`src/rtl/spm_dac_pkg.sv`:
```
// -----------------------------------------------------------------------------
// spm_dac_pkg
// Shared types and constants for the SPM four-channel DAC SPI transmitter.
//   state_e        : transmitter frame state
//   DAC_WORD_W     : width of one DAC write word (command nibble + 20-bit code)
//   CMD_WRITE_DAC  : AD5791 "write DAC register" command nibble
//   CH_X..CH_U     : channel index of each stream on the parallel SDI bus
// -----------------------------------------------------------------------------
package spm_dac_pkg;

  typedef enum logic [2:0] {
    IDLE  = 3'd0,
    LOAD  = 3'd1,
    SETUP = 3'd2,
    SHIFT = 3'd3,
    HOLD  = 3'd4,
    GAP   = 3'd5
  } state_e;

  localparam int         DAC_WORD_W    = 24;
  localparam logic [3:0] CMD_WRITE_DAC = 4'b0001;

  localparam int NUM_CH = 4;
  localparam int CH_X   = 0;
  localparam int CH_Y   = 1;
  localparam int CH_Z   = 2;
  localparam int CH_U   = 3;

endpackage

```
`src/rtl/q31_to_dac_code.sv`:
```
// -----------------------------------------------------------------------------
// q31_to_dac_code
// Combinational round-half-up and positive saturation of a signed fixed-point
// sample down to a DAC_BITS two's-complement code.
//   d_i    : signed input sample (Q31 for DATA_W = 32)
//   code_o : rounded, saturated DAC code
// The sum is formed one bit wider than the input so the rounding increment
// cannot wrap. Only the positive end can overflow: the most negative input
// plus the rounding constant still lies inside the code range.
// -----------------------------------------------------------------------------
module q31_to_dac_code #(
  parameter int DATA_W   = 32,
  parameter int DAC_BITS = 20
) (
  input  logic [DATA_W-1:0]   d_i,
  output logic [DAC_BITS-1:0] code_o
);

  localparam logic [DATA_W:0] ROUND_ADD =
    {{DATA_W{1'b0}}, 1'b1} << (DATA_W - 1 - DAC_BITS);
  localparam logic [DAC_BITS-1:0] CODE_MAX = {1'b0, {(DAC_BITS-1){1'b1}}};

  logic [DATA_W:0] sum_s;
  logic            overflow_s;
  logic            unused_frac_s;

  assign sum_s = {d_i[DATA_W-1], d_i} + ROUND_ADD;

  // Non-negative sum with bit DATA_W-1 set no longer fits the code range.
  assign overflow_s = ~sum_s[DATA_W] & sum_s[DATA_W-1];

  // Fraction bits below the code only matter through the rounding carry.
  assign unused_frac_s = ^sum_s[DATA_W-DAC_BITS-1:0];

  // Select saturated maximum or the arithmetic-shifted code.
  always_comb begin
    code_o = sum_s[DATA_W-1 -: DAC_BITS];
    if (overflow_s) begin
      code_o = CODE_MAX;
    end else begin
      code_o = sum_s[DATA_W-1 -: DAC_BITS];
    end
  end

endmodule

```
`src/rtl/axis_spm_dac_spi_tx.sv`:
```
// -----------------------------------------------------------------------------
// axis_spm_dac_spi_tx
// Latches one X/Y/Z/Bias sample set per frame, converts each Q31 sample to a
// 20-bit DAC code and shifts four {CMD, code} words out in parallel, MSB first,
// on a shared SCLK / SYNC_N to four AD5791-class DACs.
//
// Ports
//   a_clk, a_rst                     : clock, asynchronous active-high reset
//   S_AXIS_{X,Y,Z,U}_tdata/_tvalid   : Q31 sample streams (always valid)
//   S_AXIS_tready                    : one-cycle pulse while samples are taken
//   spi_sclk                         : shared serial clock, idles low
//   spi_sync_n                       : shared frame select, active low
//   spi_sdi[3:0]                     : serial data, bit0=X bit1=Y bit2=Z bit3=U
//   ldac_n                           : DAC load strobe
//   frame_cnt                        : completed frames, wraps at 2^32
//   busy                             : high whenever not in IDLE
//
// Build option
//   SPM_DAC_TX_LDAC_EN : when defined, ldac_n idles high and pulses low for
//                        SCLK_DIV clocks from the first GAP cycle. Otherwise
//                        ldac_n is tied low and the DACs update on SYNC_N rise.
// -----------------------------------------------------------------------------
module axis_spm_dac_spi_tx
  import spm_dac_pkg::*;
#(
  parameter int         SAXIS_TDATA_WIDTH = 32,
  parameter int         DAC_BITS          = 20,
  parameter logic [3:0] CMD               = CMD_WRITE_DAC,
  parameter int         SCLK_DIV          = 2,
  parameter int         GAP_CYC           = 8
) (
  input  logic                         a_clk,
  input  logic                         a_rst,
  input  logic [SAXIS_TDATA_WIDTH-1:0] S_AXIS_X_tdata,
  input  logic                         S_AXIS_X_tvalid,
  input  logic [SAXIS_TDATA_WIDTH-1:0] S_AXIS_Y_tdata,
  input  logic                         S_AXIS_Y_tvalid,
  input  logic [SAXIS_TDATA_WIDTH-1:0] S_AXIS_Z_tdata,
  input  logic                         S_AXIS_Z_tvalid,
  input  logic [SAXIS_TDATA_WIDTH-1:0] S_AXIS_U_tdata,
  input  logic                         S_AXIS_U_tvalid,
  output logic                         S_AXIS_tready,
  output logic                         spi_sclk,
  output logic                         spi_sync_n,
  output logic [3:0]                   spi_sdi,
  output logic                         ldac_n,
  output logic [31:0]                  frame_cnt,
  output logic                         busy
);

  localparam int WORD_W = 4 + DAC_BITS;
  localparam int BIT_W  = $clog2(WORD_W);
  localparam int CNT_W  = 16;

  localparam logic [CNT_W-1:0] DIV_LAST = CNT_W'(SCLK_DIV - 1);
  localparam logic [CNT_W-1:0] GAP_LAST = CNT_W'(GAP_CYC - 1);
  localparam logic [BIT_W-1:0] BIT_TOP  = BIT_W'(WORD_W - 1);
  localparam logic [BIT_W-1:0] BIT_ONE  = BIT_W'(1);

  logic [NUM_CH-1:0][SAXIS_TDATA_WIDTH-1:0] tdata_s;
  logic [NUM_CH-1:0][DAC_BITS-1:0]          codes_s;
  logic [NUM_CH-1:0][WORD_W-1:0]            words_d;
  logic                                     all_valid_s;

  state_e                          state_q;
  logic [CNT_W-1:0]                cnt_q;
  logic [BIT_W-1:0]                bit_cnt_q;
  // Bits still to send; the bit on the wire lives in sdi_q.
  logic [NUM_CH-1:0][WORD_W-2:0]   sr_q;
  logic [NUM_CH-1:0]               sdi_q;
  logic                            sclk_q;
  logic                            sync_n_q;
  logic                            tready_q;
  logic                            busy_q;
  logic [31:0]                     frame_cnt_q;

  assign tdata_s[CH_X] = S_AXIS_X_tdata;
  assign tdata_s[CH_Y] = S_AXIS_Y_tdata;
  assign tdata_s[CH_Z] = S_AXIS_Z_tdata;
  assign tdata_s[CH_U] = S_AXIS_U_tdata;

  assign all_valid_s = S_AXIS_X_tvalid & S_AXIS_Y_tvalid &
                       S_AXIS_Z_tvalid & S_AXIS_U_tvalid;

  for (genvar ch = 0; ch < NUM_CH; ch++) begin : g_conv
    q31_to_dac_code #(
      .DATA_W   (SAXIS_TDATA_WIDTH),
      .DAC_BITS (DAC_BITS)
    ) u_conv (
      .d_i    (tdata_s[ch]),
      .code_o (codes_s[ch])
    );
    assign words_d[ch] = {CMD, codes_s[ch]};
  end

  // Frame sequencer: IDLE -> LOAD -> SETUP -> SHIFT -> HOLD -> GAP -> IDLE.
  always_ff @(posedge a_clk or posedge a_rst) begin
    if (a_rst) begin
      state_q     <= IDLE;
      cnt_q       <= '0;
      bit_cnt_q   <= '0;
      sr_q        <= '0;
      sdi_q       <= '0;
      sclk_q      <= 1'b0;
      sync_n_q    <= 1'b1;
      tready_q    <= 1'b0;
      busy_q      <= 1'b0;
      frame_cnt_q <= 32'd0;
    end else begin
      case (state_q)
        IDLE: begin
          if (all_valid_s) begin
            state_q  <= LOAD;
            tready_q <= 1'b1;
            busy_q   <= 1'b1;
          end
        end
        LOAD: begin
          // Samples are captured at the end of the tready cycle.
          tready_q <= 1'b0;
          sync_n_q <= 1'b0;
          sclk_q   <= 1'b0;
          cnt_q    <= 16'd0;
          state_q  <= SETUP;
          for (int ch = 0; ch < NUM_CH; ch++) begin
            sdi_q[ch] <= words_d[ch][WORD_W-1];
            sr_q[ch]  <= words_d[ch][WORD_W-2:0];
          end
        end
        SETUP: begin
          if (cnt_q == DIV_LAST) begin
            cnt_q     <= 16'd0;
            sclk_q    <= 1'b1;
            bit_cnt_q <= BIT_TOP;
            state_q   <= SHIFT;
          end else begin
            cnt_q <= cnt_q + 16'd1;
          end
        end
        SHIFT: begin
          if (cnt_q != DIV_LAST) begin
            cnt_q <= cnt_q + 16'd1;
          end else begin
            cnt_q <= 16'd0;
            if (sclk_q) begin
              sclk_q <= 1'b0;
            end else if (bit_cnt_q == '0) begin
              state_q <= HOLD;
            end else begin
              // Data changes on the rising edge, a half period before sampling.
              bit_cnt_q <= bit_cnt_q - BIT_ONE;
              sclk_q    <= 1'b1;
              for (int ch = 0; ch < NUM_CH; ch++) begin
                sdi_q[ch] <= sr_q[ch][WORD_W-2];
                sr_q[ch]  <= {sr_q[ch][WORD_W-3:0], 1'b0};
              end
            end
          end
        end
        HOLD: begin
          if (cnt_q == DIV_LAST) begin
            cnt_q       <= 16'd0;
            sync_n_q    <= 1'b1;
            sdi_q       <= '0;
            frame_cnt_q <= frame_cnt_q + 32'd1;
            state_q     <= GAP;
          end else begin
            cnt_q <= cnt_q + 16'd1;
          end
        end
        GAP: begin
          if (cnt_q == GAP_LAST) begin
            cnt_q   <= 16'd0;
            busy_q  <= 1'b0;
            state_q <= IDLE;
          end else begin
            cnt_q <= cnt_q + 16'd1;
          end
        end
        default: begin
          state_q  <= IDLE;
          cnt_q    <= '0;
          sdi_q    <= '0;
          sclk_q   <= 1'b0;
          sync_n_q <= 1'b1;
          tready_q <= 1'b0;
          busy_q   <= 1'b0;
        end
      endcase
    end
  end

  assign S_AXIS_tready = tready_q;
  assign spi_sclk      = sclk_q;
  assign spi_sync_n    = sync_n_q;
  assign spi_sdi       = sdi_q;
  assign frame_cnt     = frame_cnt_q;
  assign busy          = busy_q;

`ifdef SPM_DAC_TX_LDAC_EN
  logic             ldac_n_q;
  logic [CNT_W-1:0] ldac_cnt_q;

  // LDAC pulse: low for SCLK_DIV clocks starting with the first GAP cycle;
  // held at its idle-high level through reset.
  always_ff @(posedge a_clk or posedge a_rst) begin
    if (a_rst) begin
      ldac_n_q   <= 1'b1;
      ldac_cnt_q <= '0;
    end else if ((state_q == HOLD) && (cnt_q == DIV_LAST)) begin
      ldac_n_q   <= 1'b0;
      ldac_cnt_q <= 16'd0;
    end else if (!ldac_n_q) begin
      if (ldac_cnt_q == DIV_LAST) begin
        ldac_n_q <= 1'b1;
      end else begin
        ldac_cnt_q <= ldac_cnt_q + 16'd1;
      end
    end else begin
      ldac_n_q <= 1'b1;
    end
  end

  assign ldac_n = ldac_n_q;
`else
  assign ldac_n = 1'b0;
`endif

endmodule

```
`config.mk`:
```
export PLATFORM = sky130hd
export DESIGN_NAME = axis_spm_dac_spi_tx
export DESIGN_NICKNAME = d
export VERILOG_FILES = /design/src/rtl/spm_dac_pkg.sv /design/src/rtl/q31_to_dac_code.sv /design/src/rtl/axis_spm_dac_spi_tx.sv
export SDC_FILE = /design/constraint.sdc
export NUM_CORES = 1
export LEC_CHECK = 0
export CAP_MARGIN = 20
export CORE_MARGIN = 1.5
export CORE_UTILIZATION = 45
export CTS_CLUSTER_SIZE = 16
export DETAILED_ROUTE_END_ITERATION = 7
export GPL_TIMING_DRIVEN = 0
export PLACE_DENSITY = 0.71
export SLEW_MARGIN = 20
export SYNTH_ARGS = -nofsm -noshare
export SYNTH_HDL_FRONTEND = slang
export SYNTH_SLANG_ARGS = --single-unit
```
`constraint.sdc`:
```
create_clock -name a_clk -period 5.6 [get_ports a_clk]
set_input_delay 0.56 -clock a_clk [delete_from_list [all_inputs] [get_ports a_clk]]
set_output_delay 0.56 -clock a_clk [all_outputs]
set_load 0.01 [all_outputs]
```
==> run metrics <==
first-pass GRT wire length ~39000 µm; Yosys reg bits 156; max_slew headroom 32.1%; Die Span Y 144 µm; Leak Pwr 4.51 nW; hold depth 1; DR WL/cell between 15 and 20 µm; vias per inst 5.69; Reg2Reg Depth 9; CP Data Required Time between 5 and 6 ns; post-cts hold buffer count 0; VDD IR-drop max around 0.00018 V; share of cells above drive strength 1 under 10%; area of the mapped netlist 0.00898 mm²; initial core utilization a little under half; Crit. Startpoint bit_cnt_q[0]; Post-synth top cells dfrtp_1, nand2_1, nor2_1; Tcrit/Tclk final 55.4%; root buf cell clkbuf_16; critical path peak fanout 10; Netlist cell types 66; DR DRC count 0; DIE WIDTH 144 µm; H-tree Lvls 4; Routed Antenna Nets 0; busiest grt layer met2; Post-Syn Nets 1152; Achievable Freq ~320 MHz; global routing met1 resource utilization between 30% and 40%; Via Count 8158; cell area power density 427 mW/mm²; Post-synth EDFFs 0; sequential cell area fraction in the yosys report 43.5%; postcts setup bufs 0; initial antenna violation count 2; DRT iter0 DRCs 644; Worst-Skew Late Latency 0.43 ns; Slew Viols, Final 0; fillcell total 1766; final setup vio count 0; Tot Pwr 4.80 mW; CTS Buffer Depth 2; num rows 51; Detail Placement HPWL 17500 µm; post-cts resize count 0; grt met2 use 37.3%; Final Skew 0.00593 ns; Synth Flop Type dfrtp_1; gr usage total between 20% and 30%; core area 0.0195 mm²; Synth area leader dfrtp_1; GPL Wtd Cong 0.881; RSZ-0062 raised after global routing false; crit path cell chain inv_1, ha_1, nor4b_1, nor3_2, a21oi_1, buf_2, buf_1, nand2_1, o21ai_0; fin nets 1299; Slew @ Worst Pin 1.01 ns; area delta synth->final 25.0%; Setup WS pre-CTS 2.10 ns; Hold Crit Class reg -> reg; slowest cell delay on critical path around 0.70 ns; FF-to-FF End sr_q[16]; max cap viols 0; Synth Instances 1009; reg-to-reg startpoint bit_cnt_q[0]; Final Hold Vio Count 0; fin util 57.5%; CTS tree done; most common cell in the synthesized netlist dfrtp_1; crit path max-delay cell type a21oi_1; grt met3 use 4.01%; reg2reg setup slack 2.50 ns; hold_sp frame_cnt[31]; Final WS setup 2.50 ns; Worst Path Arrival 3.44 ns; Overflow after GRT 0; crit path capture type flip-flop; top-area cell type share of the netlist area 43.2%; Die ar. 0.0208 mm²; status finished, final reports clean; Reg clk slew, reported paths ~0.06 ns; crit path launch type flip-flop; total CTS buffers 17; I/O Pins 175; Hold EP frame_cnt[31]; port bufs 127; asr flop ratio synth 100%; antenna cells 0; Avg Inst Size Synth 8.90 µm²; vias in the first global route about 7.7k; top cells by area, synth dfrtp_1, xnor2_1, xor2_1; routed wire length 23600 µm; Clock Sinks 156; largest net degree at the start of global routing 106; router iterations before antenna repair 5; Worst Setup Path Type reg -> reg; post-layout min period 3.10 ns; yosys warns 0
routing by layer:
layer	vias to the layer above	routed length [µm]
met5	-	27
met4	4	532
met3	34	1180
met2	229	10700
met1	3907	11200
li1	3984	-
layout make-up:
cell class | count | area [µm²] | area share [%]
inverters | 21 | 86.3 | 0.769
well taps | 265 | 332 | 2.95
multi-input cells | 780 | 4790 | 42.6
repair buffers | 128 | 1300 | 11.6
clock buffers | 22 | 464 | 4.14
plain buffers | 52 | 213 | 1.90
clock inverters | 10 | 139 | 1.24
flip-flops and latches | 156 | 3910 | 34.8
per-stage QoR:
| stage | std cells | area, µm² | setup TNS (ns) | hold slack, ns |
|---|---|---|---|---|
| final | 1434 | 11200 | 0 | 0.467 |
| after global routing | 1434 | 11200 | 0 | 0.482 |
| after CTS | 1434 | 11200 | 0 | 0.468 |
| after detailed placement | 1402 | 10600 | 0 | 0.456 |
| after global placement | 1401 | 10600 | -209.87 | 0.456 |
| after floorplan | 1009 | 8980 | 0 | 0.442 |
sequential cells by signal, summed over array words and instances, names as in the netlist:
| name | count |
|---|---|
| spi_sclk | 1 |
| S_AXIS_tready | 1 |
| sr_q | 92 |
| spi_sync_n | 1 |
| bit_cnt_q | 5 |
| frame_cnt | 32 |
| state_q | 3 |
| busy | 1 |
| cnt_q | 16 |
| spi_sdi | 4 |
cells in the final DEF (no fill, tap or decap), types with 30 or more instances in the layout:
master / n
nand2_1: 111
nand4_1: 40
nand3_1: 54
xor2_1: 50
a21oi_1: 47
xnor2_1: 51
nor2_1: 74
o21ai_0: 72
clkdlybuf4s50_1: 127
clkbuf_1: 42
dfrtp_1: 155
nor3_1: 30
o22ai_1: 31
power by group:
part           switching, mW  internal, mW
clock network          0.464         0.725
logic                   1.16         0.704
registers              0.229          1.51
worst max-delay path, delay by kind of cell, from the launching register on:
family                     cells  cell delay (ns)
and+or+nand+nor                3             0.74
DFF                            1             0.40
AOI/OAI and AO/OA              2             0.81
buffers and inverters          3             0.89
adders and majority gates      1             0.16
worst max path at each step:
| stage | endpoint | cells past startpoint | slack [ns] |
|---|---|---|---|
| global placement | sr_q[25] | 2 | -1.37 |
| global route | sr_q[54] | 9 | 2.21 |
| CTS | sr_q[35] | 9 | 2.50 |
| finish | sr_q[16] | 9 | 2.50 |
| detailed placement | sr_q[5] | 9 | 2.10 |
| floorplan | S_AXIS_tready | 1 | 0.84 |
cell families after synthesis:
logic type                 Yosys count  share of synthesized area, %
and+or+nand+nor                    408                          23.2
muxes                                8                         0.920
adders and majority gates            9                          1.25
AOI/OAI and AO/OA                  253                          18.0
DFF                                156                          43.5
other                                1                        0.0418
xor gates and xnor gates           101                          9.85
buffers and inverters               73                          3.25
Note: power is estimated with default switching activity, not from simulation.
==> RTL edit 1 (same flow settings) <==
The 6 states of `state_e` get a one-hot encoding in 6 bits.
--- a/src/rtl/spm_dac_pkg.sv
+++ b/src/rtl/spm_dac_pkg.sv
@@ -10,9 +10,9 @@
 
-  typedef enum logic [2:0] {
-    IDLE  = 3'd0,
-    LOAD  = 3'd1,
-    SETUP = 3'd2,
-    SHIFT = 3'd3,
-    HOLD  = 3'd4,
-    GAP   = 3'd5
+  typedef enum logic [5:0] {
+    IDLE  = 6'b000001,
+    LOAD  = 6'b000010,
+    SETUP = 6'b000100,
+    SHIFT = 6'b001000,
+    HOLD  = 6'b010000,
+    GAP   = 6'b100000
   } state_e;
Check against the original RTL: no difference found for any inputs over 10 cycles, from zero or initial values and one cycle with a_rst high; not proved beyond that.
==> RTL edit 1 against the original RTL <==
Design area rose by 3.2%. Sequential cell count rose by 3. Via count rose by 5.6%. Synthesized area rose by 3.0%. Clock skew rose by 0.0032 ns. Hold slack got worse by 0.0020 ns. Worst setup slack got worse by 0.15 ns. Wire length rose by 3.8%.
Power is not compared: it rests on default switching activity, and its combinational part moved more than twofold at a synthesized area within 25%.
==> RTL edit 1: results <==
group,metric,value,unit
detailed_routing,met1_length,11400,µm
cells_and_area,drive_gt1_frac,0.0565,
cells_and_area,nClkBuffers,18,
global_route,grt_use_met3,0.0319,
placed_design,place_area,10900,µm²
cells_and_area,clk_share,0.0583,
floorplanning,core,20200,µm²
placed_design,port_buffers,128,
sta,finClkSkew,0.00912,ns
placed_design,dp_worst_setup_slack,2.36,ns
yosys,ys_top_cells_by_count,"157 x dfrtp_1, 132 x nand2_1, 87 x nor2_1, 76 x o21ai_0, 70 x nand3_1",
run_status,outcome,"finished, final reports clean",
yosys,yosysUniqueCellTypes,64,
critical_path,cp_slowest_cell,"clkbuf_1",
cells_and_area,ff_latch_area,3980,µm²
yosys,syn_nets,1223,
placed_design,dp_hpwl,17700,µm
global_route,grt_max_degree,83,
sta,min_period,3.25,ns
detailed_routing,wl_met3,908,µm
yosys,yosysSeqAreaShare,0.431,
global_route,antenna_found_initial,0,
yosys,synth_xor_area_frac,0.0900,
cells_and_area,inv_count,18,
yosys,synth-adder-area-share,0.0122,
detailed_routing,wl_met2,11800,µm
sta,tightestPinTransition,0.823,ns
placed_design,gp_routability_congestion,0.879,
detailed_routing,top_layer,"met4",
detailed_routing,wl,24500,µm
critical_path,cpPeakStageDelay,0.61,ns
global_route,grt_pass1_wl,41000,µm
yosys,ys_ff_latch,159,
yosys,synth_compound_area_frac,0.154,
cells_and_area,fillCellCount,1817,
global_route,grt_pass1_vias,8215,
cells_and_area,fin_cells,1510,
cells_and_area,nets,1371,
critical_path,reg2reg_slack,2.35,ns
cells_and_area,buf_share,0.136,
cells_and_area,multi_input_area_share,0.426,
detailed_routing,drt_first_pass_iters,6,
detailed_routing,num_vias,8618,
[RTL edit 1: changes by cell type in the layout (fill, tap and decap cells not counted), sizes merged, moves of 16 or more]
cell,unedited run,this run
a22o,16,0
a31oi,21,5
nand2,111,132
o2bb2ai,21,1
nand3,54,70
o21ai,73,103
[RTL edit 1: path summary, 6_finish.rpt]
path | start | end | depth (start not counted)
worst min register to register | frame_cnt[31] | frame_cnt[31] | 1
worst min-delay path | frame_cnt[31] | frame_cnt[31] | 1
worst max-delay path | state_q[2] | sr_q[19] | 8
max in group asynchronous | a_rst | state_q[0] | 3
min in group asynchronous | a_rst | frame_cnt[9] | 2
worst max register to register | state_q[2] | sr_q[19] | 8
[RTL edit 1: cell families after synthesis]
kind of cell | after synthesis
flops | 159
fa+ha+maj | 9
xor+xnor | 95
buf+inv | 80
simple gates | 478
mux | 14
compound gates | 244
other cells | 1
==> RTL edit 2 (same flow settings) <==
Made on the original files. Build with the macro `SPM_DAC_TX_LDAC_EN` defined.
--- a/src/rtl/axis_spm_dac_spi_tx.sv
+++ b/src/rtl/axis_spm_dac_spi_tx.sv
@@ -22,2 +22,4 @@
 // -----------------------------------------------------------------------------
+`define SPM_DAC_TX_LDAC_EN
+
 module axis_spm_dac_spi_tx
Behaviour: not the same (Yosys sat finds a counterexample within 4 cycles, from zero or initial values and one cycle with a_rst high).
==> RTL edit 2 against the original RTL <==
Worst setup slack better by 0.022 ns. Synthesized area is 11% higher. Design area is 9.2% higher. Global-route usage is 0.91 points higher. Sequential share of layout area is 0.54 points higher. Wire length is 16% higher. Sequential cell count is 17 higher. First-iteration DRC count is 6.7% higher.
Power is not compared: it rests on default switching activity, and its combinational part moved more than twofold at a synthesized area within 25%.
==> RTL edit 2: results <==
group,metric,value,unit
sta,finClkSkew,0.0103,ns
global_route,grt_usage,0.244,
detailed_routing,top_layer,"met4",
cts,ctsResizeCount,0,
placed_design,dp_worst_setup_slack,2.40,ns
power_and_ir_drop,pwr-share-clk,0.458,
placed_design,place_area,11600,µm²
placed_design,gp_routability_congestion,0.853,
sta,maxSlewHeadroom,0.285,
global_route,grt_pass1_wl,44500,µm
critical_path,worst-endpoint-arrival,3.36,ns
global_route,grt_pass1_vias,8748,
hold_path,hold_class,"primary input to asynchronous set/reset pin",
yosys,synth_xor_area_frac,0.0881,
critical_path,r2r-start,"state_q[0]",
cells_and_area,diodes,0,
placed_design,placed_cells,1512,
detailed_routing,wl_met3,1690,µm
cts,cts_inserted_buffers,17,
yosys,muxShareOfSynthArea,0.00440,
detailed_routing,wl_met2,12500,µm
global_route,grt_max_degree,105,
sta,setup_tns,0,ns
yosys,synth_compound_area_frac,0.169,
detailed_routing,dr.first_iter.drc_count,687,
cells_and_area,largest_reg_flops,92,
power_and_ir_drop,vdd_drop_max,0.137,mV
detailed_routing,met1_length,12800,µm
sta,whs,0.434,ns
yosys,ys.flop_type,"dfrtp_1",
power_and_ir_drop,p_sw_frac,0.224,
yosys,synth-adder-area-share,0.0138,
power_and_ir_drop,powerDensity,226,nW/µm²
cts,clock_latency,0.43,ns
detailed_routing,post_drt_via_cell_ratio,5.99,
placed_design,dp_hpwl,19600,µm
yosys,yosysUniqueCellTypes,67,
critical_path,reg2reg_slack,2.52,ns
yosys,synthArstFlopShare,1.00,
cts,clkTransAtPathRegs,0.07,ns
cts,cts_setup_buffers,0,
global_route,antenna_found_initial,0,
detailed_routing,drt_first_pass_iters,5,
yosys,synth_area_leaders,"dfrtp_1 43%, xnor2_1 5.7%, nand3_1 5.1%",
cells_and_area,nets,1396,
yosys,yosysSeqAreaShare,0.436,
yosys,syn_area_per_cell,9.03,µm²
yosys,ys_warn_count,0,
placed_design,port_buffers,128,
cells_and_area,top_register,"sr_q",
yosys,ys_top_cells_by_count,"171 x dfrtp_1, 101 x nand3_1, 82 x nor3_1, 68 x a21oi_1, 65 x xnor2_1",
cells_and_area,drive_gt1_frac,0.0491,
run_status,outcome,"finished, final reports clean",
yosys,syn_nets,1247,
critical_path,timing.rr.end,"sr_q[56]",
detailed_routing,wl,27400,µm
detailed_routing,wire_per_inst,17.8,µm
critical_path,reg2reg_depth,7,
[RTL edit 2: cell types whose count changed in the layout (fill, tap and decap cells not counted), sizes merged, moves of 14 or more]
| cell | unedited run | this run |
|---|---|---|
| nor3 | 32 | 82 |
| o21ai | 73 | 39 |
| xnor2 | 51 | 65 |
| a21oi | 47 | 68 |
| dfrtp | 155 | 171 |
| nand2 | 111 | 63 |
| nand3 | 54 | 101 |
| o31ai | 2 | 17 |
| a22o | 16 | 1 |
| xor2 | 50 | 35 |
[RTL edit 2: worst max path at each step]
stage | start | endpoint | slack, ns | depth (start not counted)
3_3_place_gp | a_rst | sr_q[40] | -2.02 | 2
3_5_place_dp | S_AXIS_Z_tdata[11] | sr_q[54] | 2.40 | 9
4_1_cts | cnt_q[7] | sr_q[56] | 2.59 | 7
5_1_grt | bit_cnt_q[0] | sr_q[9] | 2.30 | 9
6_report | state_q[0] | sr_q[56] | 2.52 | 7
2_1_floorplan | a_rst | S_AXIS_tready | 0.35 | 1
[RTL edit 2: area by class of cell]
type / count / area (µm²)
fill: 1980 / 9500
buffer: 68 / 272
clock buffer: 21 / 460
inverter: 22 / 90.1
timing repair buffer: 130 / 1340
clock inverter: 10 / 160
multi-input combinational: 839 / 5260
tap: 280 / 350
sequential: 173 / 4330
[RTL edit 2: metal layers]
metal / up-vias / track usage
met5: - / 0
met4: 0 / 0.0683
met3: 35 / 0.0332
met2: 315 / 0.382
met1: 4472 / 0.353
li1: 4423 / -
[RTL edit 2: worst max-delay path: stages (launching register included)]
cell	delay (ns)
dfrtp_1	0.32
clkbuf_1	0.30
clkinv_1	0.31
nor2_1	0.43
nand4_1	0.36
nand2_1	0.51
clkbuf_1	0.54
a21oi_1	0.15
